[config.mk]
export PLATFORM = sky130hd
export DESIGN_NAME = apb_transfer_ctrl
export DESIGN_NICKNAME = d
export VERILOG_FILES = /design/src/rtl/apb_transfer_ctrl.sv
export SDC_FILE = /design/constraint.sdc
export NUM_CORES = 1
export LEC_CHECK = 0
export ABC_AREA = 1
export CORE_MARGIN = 10
export CORE_UTILIZATION = 45
export CTS_BUF_LIST = sky130_fd_sc_hd__clkbuf_8
export CTS_CLUSTER_SIZE = 8
export DETAILED_ROUTE_END_ITERATION = 16
export HOLD_SLACK_MARGIN = 0.1
export PLACE_DENSITY_LB_ADDON = 0.05
export REMOVE_ABC_BUFFERS = 1
export SLEW_MARGIN = 20
export SYNTH_ARGS = -nofsm -noshare
export SYNTH_HDL_FRONTEND = slang
export SYNTH_SLANG_ARGS = --single-unit
[constraint.sdc]
create_clock -name Hclk -period 3.25 [get_ports Hclk]
set_clock_uncertainty 0.05 [all_clocks]
set_input_delay 0.65 -clock Hclk [delete_from_list [all_inputs] [get_ports Hclk]]
set_output_delay 0.65 -clock Hclk [all_outputs]
set_load 0.02 [all_outputs]
[src/rtl/apb_transfer_ctrl.sv]
// APB master sequencer for the AHB-to-APB bridge.
// Accepts one transfer at a time over a valid/ready request port and decodes
// the address to one of three APB slaves. It then runs the SETUP and ACCESS
// phases and returns a single-cycle response pulse. An address that decodes
// to no slave, or a slave that holds Pready low for too long, produces an
// error response.
module apb_transfer_ctrl #(
    parameter int unsigned TIMEOUT = 16
) (
    input  logic        Hclk,
    input  logic        Hresetn,
    input  logic        Req_valid,
    output logic        Req_ready,
    input  logic        Req_write,
    input  logic [31:0] Req_addr,
    input  logic [31:0] Req_wdata,
    output logic        Rsp_valid,
    output logic        Rsp_err,
    output logic [31:0] Rsp_rdata,
    output logic [2:0]  Pselx,
    output logic        Penable,
    output logic        Pwrite,
    output logic [31:0] Paddr,
    output logic [31:0] Pwdata,
    input  logic [31:0] Prdata,
    input  logic        Pready
);

    typedef enum logic [1:0] {
        ST_IDLE   = 2'd0,
        ST_SETUP  = 2'd1,
        ST_ACCESS = 2'd2
    } state_t;

    // The wait counter can reach TIMEOUT, and TIMEOUT is at most 255, so 8 bits are enough.
    localparam logic [7:0] LP_TIMEOUT = 8'(TIMEOUT);

    state_t      r_state;
    logic [7:0]  r_wait;
    logic [2:0]  w_sel;

    // Decode the slave select from the top six address bits. A zero result is a miss.
    always_comb begin
        w_sel = 3'b000;
        case (Req_addr[31:26])
            6'b100000: w_sel = 3'b001;
            6'b100001: w_sel = 3'b010;
            6'b100010: w_sel = 3'b100;
            default:   w_sel = 3'b000;
        endcase
    end

    // The controller accepts a request only in IDLE. The FSM resets to IDLE,
    // so Req_ready is also high during reset.
    assign Req_ready = (r_state == ST_IDLE);

    // Transfer sequencer. The APB output registers also act as the request
    // latches, so the values taken at acceptance stay stable through ACCESS.
    always_ff @(posedge Hclk or negedge Hresetn) begin
        if (!Hresetn) begin
            r_state   <= ST_IDLE;
            r_wait    <= '0;
            Pselx     <= '0;
            Penable   <= 1'b0;
            Pwrite    <= 1'b0;
            Paddr     <= '0;
            Pwdata    <= '0;
            Rsp_valid <= 1'b0;
            Rsp_err   <= 1'b0;
            Rsp_rdata <= '0;
        end else begin
            Rsp_valid <= 1'b0;
            case (r_state)
                ST_IDLE: begin
                    if (Req_valid) begin
                        if (w_sel != 3'b000) begin
                            r_state <= ST_SETUP;
                            r_wait  <= '0;
                            Pselx   <= w_sel;
                            Penable <= 1'b0;
                            Pwrite  <= Req_write;
                            Paddr   <= Req_addr;
                            Pwdata  <= Req_wdata;
                        end else begin
                            Rsp_valid <= 1'b1;
                            Rsp_err   <= 1'b1;
                            Rsp_rdata <= '0;
                        end
                    end
                end

                ST_SETUP: begin
                    Penable <= 1'b1;
                    r_state <= ST_ACCESS;
                end

                ST_ACCESS: begin
                    if (Pready) begin
                        Rsp_valid <= 1'b1;
                        Rsp_err   <= 1'b0;
                        Rsp_rdata <= Pwrite ? 32'h0 : Prdata;
                        r_state   <= ST_IDLE;
                        Pselx     <= '0;
                        Penable   <= 1'b0;
                        Pwrite    <= 1'b0;
                        Paddr     <= '0;
                        Pwdata    <= '0;
                    end else if (r_wait == LP_TIMEOUT) begin
                        Rsp_valid <= 1'b1;
                        Rsp_err   <= 1'b1;
                        Rsp_rdata <= '0;
                        r_state   <= ST_IDLE;
                        Pselx     <= '0;
                        Penable   <= 1'b0;
                        Pwrite    <= 1'b0;
                        Paddr     <= '0;
                        Pwdata    <= '0;
                    end else begin
                        r_wait <= r_wait + 8'd1;
                    end
                end

                default: begin
                    r_state <= ST_IDLE;
                    Pselx   <= '0;
                    Penable <= 1'b0;
                end
            endcase
        end
    end

endmodule

==> Yosys cells after proc, flatten, opt, wreduce, memory -nomap -nowiden <==
Index checks and enable logic that the tools add are counted.
{ "totals": {"inputBits": 101, "output_inout_bits": 104, "ff_bits": 113} }
{ "op_classes": {"bitwise": 1, "n_reduce_logical": 8, "n_eq_ne": 12, "add_sub_neg": 1, "muxes": 47} }
{ "ops": {"columns": ["operator", "count"], "rows": [
  ["2-to-1 mux 32 bit", 10],
  ["one-hot mux 32 bit (2 select lines)", 3],
  ["2-to-1 mux 8 bit", 4],
  ["== test 6 bit, second input constant", 3],
  ["one-hot mux 3 bit (3 select lines)", 2],
  ["one-hot mux 8 bit (2 select lines)", 1],
  ["2-to-1 mux 1 bit", 14],
  ["2-to-1 mux 3 bit", 4],
  ["AND reduction 4 bit", 3],
  ["adder 8 x 1 -> 8 bit, second input constant", 1],
  ["== test 8 x 5 -> 1 bit, second input constant", 1],
  ["2-to-1 mux 2 bit", 4],
  ["inequality test 2 bit, second input constant", 4],
  ["one-hot mux 1 bit (2 select lines)", 3],
  ["one-hot mux 2 bit (3 select lines)", 1],
  ["AND reduction 5 bit", 1],
  ["inequality test 3 bit, second input constant", 1],
  ["one-hot mux 1 bit (3 select lines)", 1],
  ["AND reduction 3 bit", 1],
  ["nonzero test 3 bit", 1],
  ["== test 2 x 1 -> 1 bit, second input constant", 1],
  ["== test 2 bit, second input constant", 1],
  ["zero test 2 bit", 1],
  ["inequality test 2 x 1 -> 1 bit, second input constant", 1],
  ["2 further kinds", 2]
]} }

==> Depth between registers and ports, before layout <==
Gate-level depths: netlist of run 1.
{ "logic_depth": {"ltp_word": 6, "ltp_mapped": 10, "depth_no_buf": 10} }

==> Worst setup path before layout of run 1 <==
OpenSTA, ideal clock, no wires.
{ "synth_path": {"path_type": "input to register", "start": "in Req_addr[28]", "end": "reg Pwrite", "arrival_time_ps": 1517, "required_time_ps": 3083, "setup_slack_ps": 1566, "n_path_buf": 1, "setup_time_ps": 117, "stages": 7, "path_cell_list": "nor2_1 nand3_1 nand2_2 nand3_4 buf_2 nand2_1 nand2_1"} }
{ "synth_between": {"elab_chain_len": 5} }
{ "synth_lines": {"columns": ["element", "line_no", "text"], "rows": [
  ["start, declared", "15", "input logic [31:0] Req_addr,"],
  ["== test 6 bit", "45", "case (Req_addr[31:26])"],
  ["one-hot mux 3 bit (3 select lines) (*)", "45", null],
  ["nonzero test 3 bit (*)", "76", "if (w_sel != 3'b000) begin"],
  ["inequality test 2 x 1 -> 1 bit (no line) (*)", null, null],
  ["AND reduction 4 bit (no line) (*)", null, null],
  ["end signal, assigned", "81", "Pwrite <= Req_write;"],
  ["end, declared", "22", "output logic Pwrite,"]
]} }
Mark *: on every way between the ends. The rest lies on a longest branch, timed or not.
A chain may end at the register's enable or synchronous reset.

==> out/metrics.yaml, run 1 <==
wire_per_inst_um: 16.0
final_core_util_pct: 66.3
fp.dieH_um: 129
synth-xor-area-share_pct: 0.494
synthSimpleGateAreaFrac_pct: 36.1
synth_top_family_by_area: "simple AND/OR/NAND/NOR gates"
fin_crit_sh_pct: 73.2
startpoint_type: "register"
ant_nets: 0
cts_hold_buf: 0
drtIter0Drc: 347
p_per_area_nw_per_um2: 556
end_kind: "output port"
initial_core_util_pct: 46.3
irDropWorstVdd_uv: 269
ys_seq_area_share_pct: 52.7
drive_gt1_share_pct: 4.88
critPathRequiredTime_ns: 2.55
setup_viol: 0
synth_seq_cells: 112
worst-path-max-fanout: 5
preCtsSetupSlack_ns: 0.617
antenna_found_initial: 0
slowest_stage: "clkdlybuf4s50_1"
drtPass1Iterations: 4
clock_sinks: 112
min_path_type: "in2async"
grt_pass1_wl_um: 26400
syn_avg_cell_area_um2: 7.71
synth_compound_area_share_pct: 0.259
synth_edf_count: 0
hold_slack_ns: 0.211
grt_overflow: 0
crit_family: "buffers and inverters"
final_max_slew_viol_count: 0
port-buffer-count: 204
finalInstanceArea_um2: 7610
synthToLayoutAreaGrowth_pct: 43.2
clock_path_buffers: 2
ctsResizeCount: 0
synth-main-ff-cell: "dfrtp_1"
dr_total_vias: 4971
p_leak_nw: 3.97
viasPerCell: 4.85
multi_input_comb_area_um2: 1980
clk_latency_ns: 0.36
nets: 980
path_clk_slew_ns: 0.10
cp_cell_sequence: "nor2_4 -> clkdlybuf4s50_1"
rows: 39
maxCapViolCount: 0
register_area_um2: 2800
cp_slowest_stage_delay_ns: 0.64
place_hpwl_um: 12100
place_congestion: 0.832
htreeDepth: 3
drc_errors: 0
grt_pass1_vias: 5243
synthArstFlopShare_pct: 100
hold_viol: 0
diodes: 0
worstPathArrival_ns: 1.68
grt_max_degree: 66
drt_wl_total_um: 16400
layout_min_cycle_time_ns: 2.38
rsz0062_at_grt: "no"
maxSlewHeadroom_pct: 50.3
ys_warn_count: 0
yosys.area.top_type: "dfrtp_1"
root_buffer: "clkbuf_8"
synthMuxAreaShare_pct: 0
grt_use_total_pct: 19.3
dieWidth_um: 129
netlist_instances: 689
cts_inserted_buffers: 9
ys_types: 20
cts_setup_buffers: 0
outcome: "finished, final reports clean"
netlist.area_leader.share_pct: 52.7
setup_slack_ns: 0.871
design.core.area_um2: 11500
tritoncts: "yes"
worstSetupPathType: "reg2out"
synth.cell_area_um2: 5310
synth.area.top_cells: "dfrtp_1 53%, nand2_1 20%, nand4_1 7.5%, nor2_1 5.9%, inv_1 5.5%"
num-fill-cells: 988
max_freq_mhz: 420
placed_area_um2: 7400
die_area_um2: 16600
io_pins: 205
worstMarginPinSlew_ns: 0.743
critPathBufInv: 1
synthAdderAreaFrac_pct: 0.471
cell families (layout without fill, tap and decap cells):
kind of cell,Yosys count,count (layout)
buffers and inverters,121,314
XOR/XNOR,3,3
adder cells (fa/ha/maj),2,2
AO/OA/AOI/OAI,2,2
flip-flops,112,112
AND/OR/NAND/NOR,449,449
layout make-up:
cell class,instances,share of cell area [%]
multi-input cells,456,26.1
clock buffers,11,1.99
repair buffers,215,27.9
well taps,143,2.35
inverters,83,4.10
clock inverters,5,0.740
flip-flops and latches,112,36.8
power breakdown:
group          switching (mW)  internal, mW  total [mW]
registers               0.173          1.67        1.84
clock network           0.464         0.398       0.862
logic                   0.817         0.709        1.53
registers in the layout, indices dropped and copies added (netlist names):
signal	count
Paddr	32
Pwdata	32
Rsp_rdata	32
r_wait	8
Pselx	3
Penable	1
Pwrite	1
Rsp_err	1
Rsp_valid	1
r_state	1
worst paths after layout:
| check | depth (start not counted) | slack, ns | startpoint | endpoint |
|---|---|---|---|---|
| setup / recovery | 2 | 0.87 | Penable | Req_ready |
| hold / removal | 1 | 0.21 | Hresetn | r_wait[4] |
| setup reg to reg | 8 | 0.92 | Penable | Pwdata[14] |
| hold reg to reg | 2 | 0.43 | Pwdata[29] | Pwdata[29] |
| max in group asynchronous | 2 | 2.10 | Hresetn | Rsp_rdata[17] |
| min in group Hclk | 2 | 0.43 | Pwdata[29] | Pwdata[29] |
placed cells by master, fill, tap and decap left out:
cell and count:
xor2_1 2, nand3_1 11, dfrtp_1 112, ha_1 2, nand4_1 64, nand2_2 2
inv_2 5, clkbuf_8 11, clkinv_4 2, nand3_2 1, o21ai_0 1, nor2_1 83
clkinv_2 1, xnor2_1 1, nand2_4 1, nor2_4 3, inv_1 79, bufinv_16 1
nor2_2 2, o21ai_2 1, clkdlybuf4s50_1 203, nand2_1 281, buf_4 12, nand3_4 1
through the flow:
stage / total power, mW / TNS [ns] / instances
6_report: 4.23 / 0 / 1025
5_1_grt: 4.47 / 0 / 1025
4_1_cts: 4.28 / 0 / 1025
3_5_place_dp: 3.41 / 0 / 1009
3_3_place_gp: 3.38 / 0 / 1009
2_1_floorplan: 2.51 / -0.198 / 651
routing by layer:
| metal | track usage [%] | up-vias | wire length [um] |
|---|---|---|---|
| li1 | - | 2486 | - |
| met3 | 6.94 | 13 | 1510 |
| met1 | 23.4 | 2313 | 6910 |
| met4 | 5.11 | 0 | 202 |
| met2 | 31.9 | 159 | 7790 |
| met5 | 0 | - | 0 |
synth_stat cells (3+ instances only):
master and count:
buf_4 10, nand2_1 281, inv_2 5, nor2_1 83, nand4_1 64, nor2_4 3
dfrtp_1 112, nand3_1 11, buf_2 28, inv_1 78
Power figures use the tool's default switching activity.
==> run 2, diff against run 1 <==
--- a/config.mk
+++ b/config.mk
@@ -7,7 +7,7 @@
 export LEC_CHECK = 0
 export ABC_AREA = 1
 export CORE_MARGIN = 10
-export CORE_UTILIZATION = 45
+export CORE_UTILIZATION = 41
 export CTS_BUF_LIST = sky130_fd_sc_hd__clkbuf_8
 export CTS_CLUSTER_SIZE = 8
 export DETAILED_ROUTE_END_ITERATION = 16
==> constraint.sdc (replaced) <==
create_clock -name Hclk -period 2.08 [get_ports Hclk]
set_clock_uncertainty 0.05 [all_clocks]
set_input_delay 0.416 -clock Hclk [delete_from_list [all_inputs] [get_ports Hclk]]
set_output_delay 0.416 -clock Hclk [all_outputs]
set_load 0.02 [all_outputs]
==> run 2 against run 1 <==
Compared with the run above:
- combinational power rose by 58%
- critical path type unchanged
- largest cell class unchanged
- non-clock buffer count is 6 higher
- critical endpoint is now Penable
- largest power group unchanged
- design area increased by 2.7%
==> out/metrics.yaml, run 2 (synthesis results as in run 1) <==
dieWidth_um: 134  # +4.0%
cp_cell_sequence: "clkdlybuf4s50_1"
irDropWorstVdd_uv: 467  # +74%
fin_crit_sh_pct: 93.2
clk_latency_ns: 0.36  # about the same
clock_path_buffers: 2  # unchanged
cts_inserted_buffers: 9  # unchanged
place_hpwl_um: 12100  # about the same
drtIter0Drc: 232  # -33%
design.core.area_um2: 12700  # +10%
tritoncts: "yes"
viasPerCell: 4.73  # -2.5%
port-buffer-count: 204  # unchanged
instances_no_fill: 1060  # +3.4%
critPathRequiredTime_ns: 1.61  # -0.94 ns
crit_family: "buffers and inverters"
synthToLayoutAreaGrowth_pct: 47.0
root_buffer: "clkbuf_8"
final_max_slew_viol_count: 0  # unchanged
p_per_area_nw_per_um2: 858  # +54%
critPathBufInv: 1  # unchanged
antenna_found_initial: 0  # unchanged
outcome: "finished, final reports clean"
drtPass1Iterations: 6  # +2
wire_per_inst_um: 15.2  # -4.9%
clock_sinks: 112  # unchanged
setup_viol: 0  # unchanged
drt_wl_total_um: 16100  # -1.7%
drc_errors: 0  # unchanged
path_clk_slew_ns: 0.10  # about the same
rsz0062_at_grt: "no"
worstPathArrival_ns: 1.47  # -0.21 ns
slowest_stage: "clkdlybuf4s50_1"
worstMarginPinSlew_ns: 0.465  # -0.279 ns
grt_pass1_wl_um: 26400  # about the same
place_congestion: 0.799  # -4.0%
layout_min_cycle_time_ns: 1.94
mostFrequentLayoutCell: "nand2_1"
final_cell_mix: "281 x nand2_1, 202 x clkdlybuf4s50_1, 112 x dfrtp_1"
maxSlewHeadroom_pct: 69.0  # +19 points
min_path_type: "reg2reg"
worstSetupPathType: "reg2out"
cp_slowest_stage_delay_ns: 0.65  # about the same
maxCapViolCount: 0  # unchanged
setup_slack_ns: 0.141  # -0.730 ns
grt_use_total_pct: 17.7  # -1.6 points
drive_gt1_share_pct: 5.52  # +0.64 points
die_area_um2: 17900  # +8.2%
io_pins: 205  # unchanged
initial_core_util_pct: 41.9  # -4.4 points
place_inst: 1043  # +3.4%
fp.dieH_um: 134  # +4.0%
cts_setup_buffers: 0  # unchanged
grt_overflow: 0  # unchanged
nets: 986  # +0.61%
reg_top3: "Paddr (32), Pwdata (32), Rsp_rdata (32)"
rows: 41  # +5.1%
end_kind: "output port"
htreeDepth: 3  # unchanged
hold_viol: 0  # unchanged
ant_nets: 0  # unchanged
dr_total_vias: 5011  # +0.80%
grt_pass1_vias: 5222  # -0.40%
grt_max_degree: 63  # -4.5%
startpoint_type: "register"
worst-path-max-fanout: 3  # -2
diodes: 0  # unchanged
p_leak_nw: 4.04  # +1.7%
max_freq_mhz: 516
preCtsSetupSlack_ns: 0.0770  # -0.540 ns
[run 2: cell count changes in the layout (fill, tap and decap cells not counted), sizes merged]
cell | previous run | this run
buf | 12 | 17
clkbuf | 11 | 9
bufinv | 1 | 2
clkdlybuf4s50 | 203 | 202
clkinvlp | 0 | 1
dlygate4sd2 | 0 | 1
dlygate4sd3 | 0 | 1
[run 2: repair_timing]
item	in CTS	in global routing
resized for setup	1	0
hold endpoints to repair	30	0
hold buffers	1	0
setup endpoints to repair	1	0
[run 2: path summary, 6_finish.rpt]
kind	startpoint	to	slack, ns	cells past startpoint
setup reg to reg	r_wait[0]	Paddr[30]	0.32	10
min in group asynchronous	Hresetn	Pwrite	0.50	2
hold / removal	Paddr[4]	Paddr[4]	0.42	2
hold reg to reg	Paddr[4]	Paddr[4]	0.42	2
max in group asynchronous	Hresetn	Pwdata[20]	0.88	3
setup / recovery	Penable	Penable	0.14	1
[run 2: stage by stage]
stage / util (%) / hold WS, ns / area (um^2) / power (mW) / setup TNS [ns]
floorplan: - / 0.0704 / 5100 / 3.92 / -96.06
global placement: 59.9 / 0.349 / 7590 / 5.32 / 0
detailed placement: 59.9 / 0.348 / 7590 / 5.36 / 0
CTS: 61.7 / 0.432 / 7810 / 6.80 / 0
global route: 61.7 / 0.451 / 7810 / 7.10 / 0
finish: 61.7 / 0.425 / 7810 / 6.70 / 0
[run 2: worst min-delay path, delay by kind of cell (launching register included)]
kind             cells  cell delay [ns]
flip-flops           1             0.35
AND/OR/NAND/NOR      2             0.09
[run 2: metal layers]
layer  wire length (um)  track usage (%)  up-vias
met5                  0                0        -
met4                216             4.53        0
met3               1480             6.24       14
met2               7690             29.7      159
met1               6740             21.3     2344
li1                   -                -     2494
[run 2: layout make-up]
class | count | area [um^2]
well taps | 172 | 215
multi-input cells | 456 | 1980
clock buffers | 9 | 124
flip-flops and latches | 112 | 2800
clock inverters | 7 | 95.1
repair buffers | 221 | 2280
fillers | 1176 | 4860
inverters | 83 | 312
[run 2: power breakdown]
group          total [mW]  leakage (nW)  switching, mW  internal, mW
combinational        2.41          2.46           1.27          1.13
sequential           2.88          1.47          0.272          2.61
clock                1.41         0.110          0.732         0.681
total                6.70          4.04           2.28          4.43
